File: src/rtl/saus_vector_loader.sv
// Collects LANES-wide sample beats into a zero-padded 32-entry vector and hands it downstream.
// Define SAUS_LOADER_PINGPONG_EN for two ping-pong buffers; otherwise a single buffer is used.
module saus_vector_loader #(
    parameter int WIDTH = 16,
    parameter int LANES = 4
) (
    input  logic                               clk,
    input  logic                               rst_n,
    input  logic                               in_valid,
    output logic                               in_ready,
    input  logic signed [LANES-1:0][WIDTH-1:0] in_data,
    input  logic        [1:0]                  in_size,
    output logic                               out_valid,
    input  logic                               out_ready,
    output logic signed [31:0][WIDTH-1:0]      out_vector,
    output logic        [1:0]                  out_size,
    output logic        [15:0]                 blocks_done
);

`ifdef SAUS_LOADER_PINGPONG_EN
    localparam logic PP = 1'b1;
`else
    localparam logic PP = 1'b0;
`endif

    typedef enum logic [1:0] {EMPTY, FILLING, FULL} buf_state_t;

    buf_state_t           state      [2];
    buf_state_t           state_next [2];
    logic [31:0][WIDTH-1:0] buf_data [2];
    logic [1:0]           buf_size   [2];
    logic                 wr_ptr;
    logic                 rd_ptr;
    logic [4:0]           beat_cnt;
    logic                 accept;
    logic                 handshake;
    logic                 first_beat;
    logic                 last_beat;
    logic [1:0]           size_eff;
    logic [5:0]           beats;
    logic [4:0]           base;

    assign in_ready   = (state[wr_ptr] != FULL);
    assign out_valid  = (state[rd_ptr] == FULL);
    assign out_vector = buf_data[rd_ptr];
    assign out_size   = buf_size[rd_ptr];
    assign accept     = in_valid && in_ready;
    assign handshake  = out_valid && out_ready;
    assign first_beat = (beat_cnt == 5'd0);

    // The block length is only known from in_size on the first beat; later beats use the latched code.
    assign size_eff  = first_beat ? in_size : buf_size[wr_ptr];
    assign beats     = 6'((32'd4 << size_eff) / LANES);
    assign last_beat = ({1'b0, beat_cnt} == beats - 6'd1);
    assign base      = 5'(int'(beat_cnt) * LANES);

    always_comb begin
        for (int b = 0; b < 2; b++) begin
            state_next[b] = state[b];
            if (accept && wr_ptr == 1'(b))
                state_next[b] = last_beat ? FULL : FILLING;
            if (handshake && rd_ptr == 1'(b))
                state_next[b] = EMPTY;
        end
    end

    always_ff @(posedge clk or negedge rst_n) begin
        if (!rst_n) begin
            for (int b = 0; b < 2; b++)
                state[b] <= EMPTY;
        end else begin
            for (int b = 0; b < 2; b++)
                state[b] <= state_next[b];
        end
    end

    // The whole-buffer clear on the first beat is overridden element-wise by the lane writes below it.
    always_ff @(posedge clk or negedge rst_n) begin
        if (!rst_n) begin
            for (int b = 0; b < 2; b++) begin
                buf_data[b] <= '0;
                buf_size[b] <= '0;
            end
            wr_ptr      <= 1'b0;
            rd_ptr      <= 1'b0;
            beat_cnt    <= '0;
            blocks_done <= '0;
        end else begin
            if (accept) begin
                if (first_beat) begin
                    buf_data[wr_ptr] <= '0;
                    buf_size[wr_ptr] <= in_size;
                end
                for (int k = 0; k < LANES; k++)
                    buf_data[wr_ptr][base + 5'(k)] <= in_data[k];
                if (last_beat) begin
                    beat_cnt <= '0;
                    wr_ptr   <= wr_ptr ^ PP;
                end else begin
                    beat_cnt <= beat_cnt + 5'd1;
                end
            end
            if (handshake) begin
                rd_ptr      <= rd_ptr ^ PP;
                blocks_done <= blocks_done + 16'd1;
            end
        end
    end

endmodule

File: config.mk
export PLATFORM = sky130hd
export DESIGN_NAME = saus_vector_loader
export DESIGN_NICKNAME = d
export VERILOG_FILES = /design/src/rtl/saus_vector_loader.sv
export SDC_FILE = /design/constraint.sdc
export NUM_CORES = 1
export LEC_CHECK = 0
export ABC_AREA = 1
export CAP_MARGIN = 0
export CORE_MARGIN = 10
export CORE_UTILIZATION = 30
export DETAILED_ROUTE_END_ITERATION = 10
export GPL_ROUTABILITY_DRIVEN = 0
export PLACE_DENSITY = 0.58
export SLEW_MARGIN = 10
export SYNTH_ARGS = -nofsm -noshare
export SYNTH_HDL_FRONTEND = slang
export SYNTH_SLANG_ARGS = --single-unit
File: constraint.sdc
create_clock -name clk -period 2.5 [get_ports clk]
set_clock_uncertainty 0.1 [all_clocks]
set_input_delay 0.25 -clock clk [delete_from_list [all_inputs] [get_ports clk]]
set_output_delay 0.25 -clock clk [all_outputs]
set_load 0.01 [all_outputs]
==> impl_metrics.csv <==
group,metric,value,unit
worst_setup_path,crit_arrival,2.67,ns
clock_tree,cts_tree,"done",
die,core,0.0686,sq mm
cells_and_area,layout-drive-gt1-share,7.02,%
grt,overflow,0,
synth,syn_area,0.0207,sq mm
worst_setup_path,r2r.worst_path.cells,14,
clock_tree,clk_latency,0.59,ns
synth,ys_seq_area_share,64.8,%
synth,synth_edf_count,0,
synth,synth-main-ff-cell,"dfrtp_1",
worst_setup_path,crit_fanout,6,
clock_tree,clock_path_buffers,3,
grt,grt_max_degree,97,
clock_tree,clock-root-buffer,"clkbuf_16",
routing,vias,17700,
worst_setup_path,start_kind,"register",
timing,fin_crit_sh,91.4,%
synth,synth_top_cell_by_area,"dfrtp_1",
cells_and_area,fillerInstances,6410,
routing,dr.pass1.iters,5,
die,dieArea,0.0800,sq mm
outcome,outcome,"finished clean",
worst_setup_path,startpoint,"beat_cnt[1]",
die,start_util,30.2,%
timing,worst_pin_slew,0.587,ns
place,dpl-instance-area,0.0281,sq mm
synth,synthTopCellsByCount,"568 x nand3_1, 537 x dfrtp_1, 437 x o21ai_0",
pwr,ir_drop,0.589,mV
hold_path,hp-class,"primary input to async pin",
pwr,p_leak,13.6,nW
grt,grt_use_total,19.4,%
routing,ant_nets,0,
synth,synth_most_common_cell,"nand3_1",
worst_setup_path,cp_data_required_time,2.88,ns
synth,synth.area.top_cells,"dfrtp_1 65%, nand3_1 14%, o21ai_0 11%",
die,die_h,283,um
synth,synth_cell_types,27,
die,placementRows,96,
flow_run,maxCapViolCount,0,
timing,timing.hold.ws,0.0490,ns
worst_setup_path,r2r_start,"beat_cnt[1]",
synth,synth_top_area_share,64.8,%
cells_and_area,area_growth,45.0,%
timing,rsz0062_at_grt,"false",
routing,wire_per_inst,22.6,um
clock_tree,h-tree-depth,2,
worst_setup_path,reg2reg_slack,0.22,ns
clock_tree,path_clk_slew,0.06,ns
pwr,powerDensity,1350,mW/mm^2
synth,ys_warn_count,0,
timing,relSlewSlack,60.5,%
die,top_level_ports,602,
synth,syn_area_per_cell,10.3,sq um
timing,slew_violations,0,
timing,max_freq,0.438,GHz
grt,antenna_found_initial,5,
synth,synth_nets,2088,
routing,avgViaCountPerCell,4.99,
worst_setup_path,critPathKind,"register to register",
routing,drt-total-wl,80300,um
worst_setup_path,reg2reg_to,"state[2]",
worst_setup_path,cp-end-kind,"register",
grt,grt_pass1_wl,121000,um
clock_tree,cts.sink_count,537,
timing,setup_viol,0,
timing,hold_viol,0,
place,dp_hpwl,58800,um
synth,synthCells,2015,
timing,period_needed,2.28,ns
place,numPortBuffers,601,
cells_and_area,final_nets,2651,
timing,setup_tns,0,ns
routing,drt_iter0_drc,1347,
synth,ys_ff_latch,537,
cells_and_area,fin_area,0.0301,sq mm
routing,drc,0,
grt,grt_pass1_vias,18000,
clock_tree,cts-buffers-inserted,59,
die,die_w,283,um
synth,async_reset_ff_share,100,%
==> registers in the layout, summed over array words and instances (netlist names) <==
signal	count
buf_data	512
blocks_done	16
beat_cnt	5
state	2
buf_size	2
==> stage by stage <==
| step | total power, mW | setup slack [ns] | std cells | utilization, % |
|---|---|---|---|---|
| finish | 40.5 | 0.215 | 3553 | 43.8 |
| floorplan | 21.0 | 0.406 | 2015 | - |
| CTS | 41.0 | 0.252 | 3552 | 43.8 |
| global route | 42.9 | 0.0956 | 3553 | 43.8 |
| detailed placement | 31.9 | 0.163 | 3447 | 40.9 |
| global placement | 31.5 | 0.235 | 3447 | 40.9 |
==> power breakdown <==
part,leakage [nW],switching [mW],internal (mW)
clock network,0.963,3.57,5.37
logic,5.60,8.44,8.45
registers,7.00,2.35,12.3
==> what timing repair did <==
item,4_1_cts,5_1_grt
hold buffers,1,0
resized for setup,0,0
buffers inserted,0,0
hold endpoints to repair,300,0
==> logic make-up after synthesis <==
logic type      after synthesis  synth area share [%]
simple gates                739                  17.4
flops                       537                  64.8
compound gates              463                  11.2
buf+inv                     257                  5.77
xor+xnor                     16                 0.676
fa+ha+maj                     3                 0.181
==> worst max-delay path, cell delays in order, from the launching register on <==
cell and delay [ns]:
dfrtp_1 0.38, inv_2 0.18, ha_1 0.19, inv_1 0.04
nor2_1 0.21, buf_4 0.19, nand2_1 0.09, nand2_1 0.07
nand2_1 0.06, nand2_1 0.07, nand3_1 0.08, nor2_1 0.15
nand3_1 0.19, nand2_1 0.11, inv_1 0.04
==> metal layers <==
metal / wire length (um) / up-vias / share of wire [%] / track usage, %
li1: - / 8089 / - / -
met1: 31700 / 8801 / 39 / 23.0
met2: 38700 / 681 / 48 / 32.3
met3: 6450 / 160 / 8.0 / 5.83
met4: 3450 / 4 / 4.3 / 8.16
met5: 18 / - / 0.022 / 0
==> cell usage in the layout, fill, tap and decap left out, drive strengths merged <==
master and instances:
ha 3, a21oi 10, nand3 570, nor4 1, clkdlybuf4s50 600, nand2 129
and3 1, o21ai 453, dlygate4sd3 1, clkinvlp 8, nor2 28, clkinv 8
nor3 10, xnor2 5, diode 1, inv 92, xor2 11, clkbuf 81
bufinv 6, dfrtp 537, buf 67
==> worst max path at each step <==
stage | slack (ns) | endpoint | cells after the start
2_1_floorplan | 0.41 | beat_cnt[2] | 14
3_3_place_gp | 0.24 | buf_data[759] | 8
3_5_place_dp | 0.16 | buf_data[880] | 8
4_1_cts | 0.25 | buf_data[562] | 9
5_1_grt | 0.1 | beat_cnt[3] | 14
6_report | 0.22 | state[2] | 14
==> area by class of cell <==
class                           instances  area, sq um  area share [%]
Inverter                               91          342            1.14
Timing Repair Buffer                  668         6980            23.2
Tap cell                              931         1160            3.87
Clock inverter                         23          289           0.961
Multi-Input combinational cell       1221         6140            20.4
Sequential cell                       537        13400            44.7
Clock buffer                           81         1710            5.69
Antenna cell                            1         2.50         0.00832
(Power assumes the default switching activity.)
